**config.mk**
```make
export PLATFORM = sky130hd
export DESIGN_NAME = rv32_uart_tx
export DESIGN_NICKNAME = d
export VERILOG_FILES = /design/src/rtl/rv32_uart_tx_pkg.sv /design/src/rtl/rv32_uart_tx_sync_fifo.sv /design/src/rtl/rv32_uart_tx.sv
export SDC_FILE = /design/constraint.sdc
export NUM_CORES = 1
export LEC_CHECK = 0
export CAP_MARGIN = 10
export CORE_ASPECT_RATIO = 2
export CORE_UTILIZATION = 40
export DETAILED_ROUTE_END_ITERATION = 6
export SYNTH_ARGS = -nofsm -noshare
export SYNTH_HDL_FRONTEND = slang
export SYNTH_HIERARCHICAL = 1
export SYNTH_SLANG_ARGS = --single-unit
```
**constraint.sdc**
```tcl
create_clock -name clk -period 3.86 [get_ports clk]
set_input_delay 0.772 -clock clk [delete_from_list [all_inputs] [get_ports clk]]
set_output_delay 0.772 -clock clk [all_outputs]
set_load 0.01 [all_outputs]
```
**src/rtl/rv32_uart_tx_pkg.sv**
```systemverilog
// ============================================================================
// Module   : rv32_uart_tx_pkg
// Brief    : Shared FSM encoding, register map and STATUS layout for the UART TX.
// Options  : RV32_UART_TX_PARITY_EN adds the PARITY state (8E1 framing).
// Revision : 1.0 - initial release
// ============================================================================
`default_nettype none

package rv32_uart_tx_pkg;

  typedef enum logic [2:0] {
    ST_IDLE   = 3'd0,
    ST_START  = 3'd1,
    ST_DATA   = 3'd2,
`ifdef RV32_UART_TX_PARITY_EN
    ST_PARITY = 3'd3,
`endif
    ST_STOP   = 3'd4
  } tx_state_t;

  localparam logic [31:0] c_OFFSET_DATA   = 32'h0000_0000;
  localparam logic [31:0] c_OFFSET_STATUS = 32'h0000_0004;

  localparam int unsigned c_STATUS_BUSY      = 0;
  localparam int unsigned c_STATUS_FULL      = 1;
  localparam int unsigned c_STATUS_EMPTY     = 2;
  localparam int unsigned c_STATUS_COUNT_LSB = 8;

  // Count is passed zero-extended to the widest legal FIFO (depth-log2 of 8).
  function automatic logic [31:0] pack_status(input logic busy, input logic full,
                                              input logic empty, input logic [8:0] count);
    logic [31:0] v_word;
    v_word                               = '0;
    v_word[c_STATUS_BUSY]                = busy;
    v_word[c_STATUS_FULL]                = full;
    v_word[c_STATUS_EMPTY]               = empty;
    v_word[c_STATUS_COUNT_LSB +: 9]      = count;
    return v_word;
  endfunction

endpackage

`default_nettype wire

```
**src/rtl/rv32_uart_tx_sync_fifo.sv**
```systemverilog
// ============================================================================
// Module   : sync_fifo
// Brief    : Single-clock FIFO with occupancy count; pointers wrap modulo depth.
// Revision : 1.0 - initial release
// ============================================================================
`default_nettype none

module sync_fifo #(
  parameter int WIDTH      = 8,
  parameter int DEPTH_LOG2 = 4
) (
  input  logic                  clk,
  input  logic                  reset_n,
  input  logic                  push,
  input  logic [WIDTH-1:0]      din,
  input  logic                  pop,
  output logic [WIDTH-1:0]      dout,
  output logic                  full,
  output logic                  empty,
  output logic [DEPTH_LOG2:0]   count
);

  localparam logic [DEPTH_LOG2:0] c_FULL_COUNT = {1'b1, {DEPTH_LOG2{1'b0}}};

  logic [WIDTH-1:0]      r_mem [0:(1<<DEPTH_LOG2)-1];
  logic [DEPTH_LOG2-1:0] r_wr_ptr;
  logic [DEPTH_LOG2-1:0] r_rd_ptr;
  logic [DEPTH_LOG2:0]   r_count;
  logic                  w_do_push;
  logic                  w_do_pop;

  assign full      = (r_count == c_FULL_COUNT);
  assign empty     = (r_count == '0);
  assign count     = r_count;
  assign dout      = r_mem[r_rd_ptr];
  assign w_do_push = push && !full;
  assign w_do_pop  = pop && !empty;

  // Storage is not reset; only the pointers and count define validity.
  always_ff @(posedge clk) begin
    if (w_do_push) begin
      r_mem[r_wr_ptr] <= din;
    end
  end

  always_ff @(posedge clk or negedge reset_n) begin
    if (!reset_n) begin
      r_wr_ptr <= '0;
      r_rd_ptr <= '0;
      r_count  <= '0;
    end else begin
      if (w_do_push) begin
        r_wr_ptr <= r_wr_ptr + 1'b1;
      end
      if (w_do_pop) begin
        r_rd_ptr <= r_rd_ptr + 1'b1;
      end
      if (w_do_push && !w_do_pop) begin
        r_count <= r_count + 1'b1;
      end else if (w_do_pop && !w_do_push) begin
        r_count <= r_count - 1'b1;
      end
    end
  end

endmodule

`default_nettype wire

```
**src/rtl/rv32_uart_tx.sv**
```systemverilog
// ============================================================================
// Module   : rv32_uart_tx
// Brief    : picorv32-bus UART transmitter: DATA/STATUS registers, TX FIFO, 8N1.
// Options  : define RV32_UART_TX_PARITY_EN for 8E1 framing (even parity bit).
// Revision : 1.0 - initial release
// ============================================================================
`default_nettype none

module rv32_uart_tx
  import rv32_uart_tx_pkg::*;
#(
  parameter int CLKS_PER_BIT    = 217,
  parameter int FIFO_DEPTH_LOG2 = 4
) (
  input  logic        clk,
  input  logic        reset_n,
  input  logic        rv32_valid,
  output logic        rv32_ready,
  input  logic [31:0] rv32_addr,
  input  logic [31:0] rv32_wdata,
  input  logic [3:0]  rv32_wstrb,
  output logic [31:0] rv32_rdata,
  output logic        txd
);

  localparam int                c_CNT_W      = $clog2(CLKS_PER_BIT);
  localparam logic [c_CNT_W-1:0] c_CNT_RELOAD = c_CNT_W'(CLKS_PER_BIT - 1);

  logic                     r_ready;
  logic [31:0]              r_rdata;
  logic                     r_txd;
  tx_state_t                r_state;
  logic [c_CNT_W-1:0]       r_cnt;
  logic [2:0]               r_bit_idx;
  logic [7:0]               r_shift;

  logic [7:0]               w_fifo_dout;
  logic                     w_fifo_full;
  logic                     w_fifo_empty;
  logic [FIFO_DEPTH_LOG2:0] w_fifo_count;
  logic [31:0]              w_addr_off;
  logic                     w_is_data;
  logic                     w_is_status;
  logic                     w_is_write;
  logic                     w_accept;
  logic                     w_push;
  logic                     w_pop;
  logic                     w_bit_end;
  logic [31:0]              w_status;
  logic                     w_unused;

  assign rv32_ready = r_ready;
  assign rv32_rdata = r_rdata;
  assign txd        = r_txd;

  assign w_addr_off  = {29'd0, rv32_addr[2], 2'd0};
  assign w_is_data   = (w_addr_off == c_OFFSET_DATA);
  assign w_is_status = (w_addr_off == c_OFFSET_STATUS);
  assign w_is_write  = |rv32_wstrb;
  assign w_unused    = ^{rv32_addr[31:3], rv32_addr[1:0], rv32_wdata[31:8]};

  // A DATA write into a full FIFO is held off until a pop frees a slot.
  assign w_accept = rv32_valid && !r_ready && !(w_is_write && w_is_data && w_fifo_full);
  assign w_push   = w_accept && w_is_write && w_is_data && rv32_wstrb[0];

  assign w_bit_end = (r_cnt == '0);
  assign w_pop     = !w_fifo_empty &&
                     ((r_state == ST_IDLE) || ((r_state == ST_STOP) && w_bit_end));

  assign w_status = pack_status(r_state != ST_IDLE, w_fifo_full, w_fifo_empty,
                                9'(w_fifo_count));

  sync_fifo #(
    .WIDTH      (8),
    .DEPTH_LOG2 (FIFO_DEPTH_LOG2)
  ) u_fifo (
    .clk     (clk),
    .reset_n (reset_n),
    .push    (w_push),
    .din     (rv32_wdata[7:0]),
    .pop     (w_pop),
    .dout    (w_fifo_dout),
    .full    (w_fifo_full),
    .empty   (w_fifo_empty),
    .count   (w_fifo_count)
  );

  always_ff @(posedge clk or negedge reset_n) begin
    if (!reset_n) begin
      r_ready <= 1'b0;
      r_rdata <= '0;
    end else begin
      r_ready <= w_accept;
      r_rdata <= (w_accept && !w_is_write && w_is_status) ? w_status : '0;
    end
  end

  always_ff @(posedge clk or negedge reset_n) begin
    if (!reset_n) begin
      r_state   <= ST_IDLE;
      r_txd     <= 1'b1;
      r_cnt     <= '0;
      r_bit_idx <= '0;
      r_shift   <= '0;
    end else if (w_pop) begin
      // Covers both IDLE and back-to-back frames leaving STOP.
      r_shift <= w_fifo_dout;
      r_state <= ST_START;
      r_cnt   <= c_CNT_RELOAD;
      r_txd   <= 1'b0;
    end else begin
      if (r_state != ST_IDLE) begin
        r_cnt <= w_bit_end ? c_CNT_RELOAD : r_cnt - 1'b1;
      end
      case (r_state)
        ST_IDLE: begin
          r_txd <= 1'b1;
        end
        ST_START: begin
          if (w_bit_end) begin
            r_state   <= ST_DATA;
            r_bit_idx <= '0;
            r_txd     <= r_shift[0];
          end
        end
        ST_DATA: begin
          if (w_bit_end) begin
            if (r_bit_idx == 3'd7) begin
`ifdef RV32_UART_TX_PARITY_EN
              r_state <= ST_PARITY;
              r_txd   <= ^r_shift;
`else
              r_state <= ST_STOP;
              r_txd   <= 1'b1;
`endif
            end else begin
              r_bit_idx <= r_bit_idx + 3'd1;
              r_txd     <= r_shift[r_bit_idx + 3'd1];
            end
          end
        end
`ifdef RV32_UART_TX_PARITY_EN
        ST_PARITY: begin
          if (w_bit_end) begin
            r_state <= ST_STOP;
            r_txd   <= 1'b1;
          end
        end
`endif
        ST_STOP: begin
          if (w_bit_end) begin
            r_state <= ST_IDLE;
          end
        end
        default: begin
          r_state <= ST_IDLE;
          r_txd   <= 1'b1;
        end
      endcase
    end
  end

endmodule

`default_nettype wire

```
==> impl_metrics.ini <==
[status]
status = complete, no violations

[power]
total_power_mw = 4.230
p_int_mw = 3.145
power.switching_mw = 1.085
swShare_pct = 25.65
seqPwrFrac_pct = 52.8
ir_drop_uv = 399.9
total_leakage_power_nw = 3.332
combinationalPowerShare_pct = 11.3
p_per_area_mw_per_mm2 = 487.7
clkPwrFrac_pct = 35.9

[timing]
setup_violations = 0
tns_ns = 0
rsz0062_at_grt = no
period_share_pct = 85.43
slew_headroom_pct = 30.58
worst_pin_slew_ns = 1.041
fin_ws_ns = 0.5623
fin_skew_ns = 0.007485
period_minus_slack_ns = 3.298
finalHoldViolCount = 0
hold_ws_ns = 0.4838
max_freq_mhz = 303.2
drv_slew = 0

[worst_hold_path]
hold_end = txd
holdPathStages = 2
hold_path_class = reg2reg
hold_path_startpoint = txd

[drt]
viasPerCell = 5.073
routed_wl_microns = 14700
final_antenna_net_count = 0
drc = 0
vias = 4099
drtIter0Drc = 228
wl_per_cell_microns = 18.19
first_pass_iters = 4

[global_routing]
grt-ovfl-total = 0
grt_pass1_wl_microns = 23200
grt_pass1_vias = 4289
grt_usage_pct = 16.25
antenna_found_initial = 0
grt_max_degree = 46

[synthesis]
syn_area_sq_mm = 0.007636
synth_mux_area_share_pct = 11.31
synth-seq-cells = 173
synth-edff-count = 128
ys.flop_type = edfxtp_1
synth_area_leaders = edfxtp_1 (50%), dfrtp_1 (14%), mux2i_1 (5.1%)
async_flop_share_pct = 26.01
yosysSeqAreaShare_pct = 65.10
ys_types = 61
synth_top_area_cell = edfxtp_1
synth_top_family_by_area = multiplexers
ys_warn_count = 6
syn_area_per_cell_sq_um = 15.36
netlist.area_leader.share_pct = 50.34
synthCells = 497
synthAdderAreaFrac_pct = 2.392
synth_compound_area_share_pct = 6.997
synthSimpleGateAreaFrac_pct = 7.488
synth-xor-area-share_pct = 1.720

[critical_path]
cp_max_fo = 9
crit_required_ns = 4.21
timing.rr.end = u_fifo/count[4]
cp.arrival_ns = 3.65
crit_type = reg2reg
end_kind = flop
cp-start-kind = flop
r2r_setup_slack_ns = 0.56
reg2reg_from = u_fifo/count[0]
reg2reg_depth = 14

[floorplanning]
die-area_sq_mm = 0.01968
die_width_microns = 99.70
core_sq_mm = 0.01874
io_pins = 105
start_util_pct = 40.74
num_rows = 71
die_h_microns = 197.4

[clocking]
clk_latency_ns = 0.42
cts_max_path_buffers = 2
cts_root_buf = clkbuf_16
h-tree-depth = 4
cts_buffers = 17
cts_resized = 0
path_clk_slew_ns = 0.07
cts_tree = built
post_cts_buffers = 0
cts_hold_buffers = 0
cts_sinks = 173

[final_layout]
final_cell_mix = edfxtp_1 (128), dfrtp_1 (43), mux2i_1 (39)
finalNonFillerCells = 808
design_area_sq_mm = 0.008673
fin_util_pct = 46.27
final_common_cell = edfxtp_1
area_delta_synth_final_pct = 13.58
nFillCells = 1679
finalNetCount = 626
layout-drive-gt1-share_pct = 18.44
seq_area_sq_mm = 0.004972
multi_input_area_sq_mm = 0.002374
diodes = 0

[placement]
dpl_worst_slack_ns = 0.3509
hpwl_microns = 10320
gp_congestion = 0.7874
dp_cells = 777
dpl_cell_area_sq_mm = 0.008152
io_buffers = 25

[run]
maxCapViolations = 0
## critical path, stage by stage (launching register included)
cell	delay, ns
dfrtp_1	0.46
or4_4	0.58
nor2_1	0.15
inv_1	0.10
o211ai_4	0.17
inv_1	0.09
o21a_4	0.15
inv_2	0.08
ha_1	0.17
inv_1	0.11
fa_1	0.43
a21o_1	0.20
a21oi_1	0.16
mux2i_1	0.24
xnor2_1	0.13
## layout make-up
class | count | area share [%]
Tap cell | 255 | 3.679
Multi-Input combinational cell | 287 | 27.37
Sequential cell | 173 | 57.33
Clock inverter | 13 | 1.068
Timing Repair Buffer | 49 | 5.049
Inverter | 13 | 0.5626
Clock buffer | 18 | 4.948
## power groups by stage
stage          Clock [mW]  Combinational, mW  Sequential, mW
5_1_grt              1.63              0.541            2.25
3_5_place_dp            0              0.482            2.27
2_1_floorplan           0              0.389            2.23
4_1_cts              1.56              0.486            2.23
6_report             1.52              0.477            2.23
3_3_place_gp            0              0.463            2.27
## kinds of logic (layout without fill, tap and decap cells)
logic type               Yosys count  in the layout
AO/OA/AOI/OAI                     63             63
XOR/XNOR                          15             15
adder cells (fa/ha/maj)           14             14
buffers and inverters             60             93
flip-flops                       173            173
multiplexers                      65             65
other                              1             24
AND/OR/NAND/NOR                  106            106
## state kept, by name, indices dropped and copies added, names as in the netlist
| signal | count |
|---|---|
| r_shift | 8 |
| rv32_rdata | 8 |
| r_bit_idx | 3 |
| rv32_ready | 1 |
| u_fifo/r_mem | 128 |
| u_fifo/r_rd_ptr | 4 |
| r_cnt | 8 |
| txd | 1 |
| r_state | 3 |
| u_fifo/count | 5 |
| u_fifo/r_wr_ptr | 4 |
## worst max-delay path by stage
stage | end | from | cells past startpoint | slack (ns)
3_5_place_dp | u_fifo/count[4] | rv32_valid | 11 | 0.35
3_3_place_gp | u_fifo/count[4] | rv32_valid | 11 | 0.39
4_1_cts | u_fifo/count[4] | u_fifo/count[0] | 14 | 0.50
5_1_grt | u_fifo/count[4] | u_fifo/count[0] | 14 | 0.35
2_1_floorplan | u_fifo/count[4] | u_fifo/count[0] | 14 | 0.69
6_report | u_fifo/count[4] | u_fifo/count[0] | 14 | 0.56
## cells in the mapped netlist (8+ instances only)
cell and n:
ha_1 13, a221oi_2 10, dfrtp_1 44, mux2_2 9, inv_1 12, a22oi_1 8, edfxtp_1 128, mux4_2 16
nor2_1 27, and2_1 10, xnor2_1 9, nand2_1 30, buf_4 28, mux2i_1 39, o21ai_0 13
## per-layer routing
metal  vias to the layer above  routed length (microns)  track usage, %
met5                         -                        0               0
met4                         0                      393           7.407
met3                        26                      378           3.043
met2                        97                     8671           31.95
met1                      2068                     5252           15.82
li1                       1908                        -               -
Power figures use the tool's default switching activity.
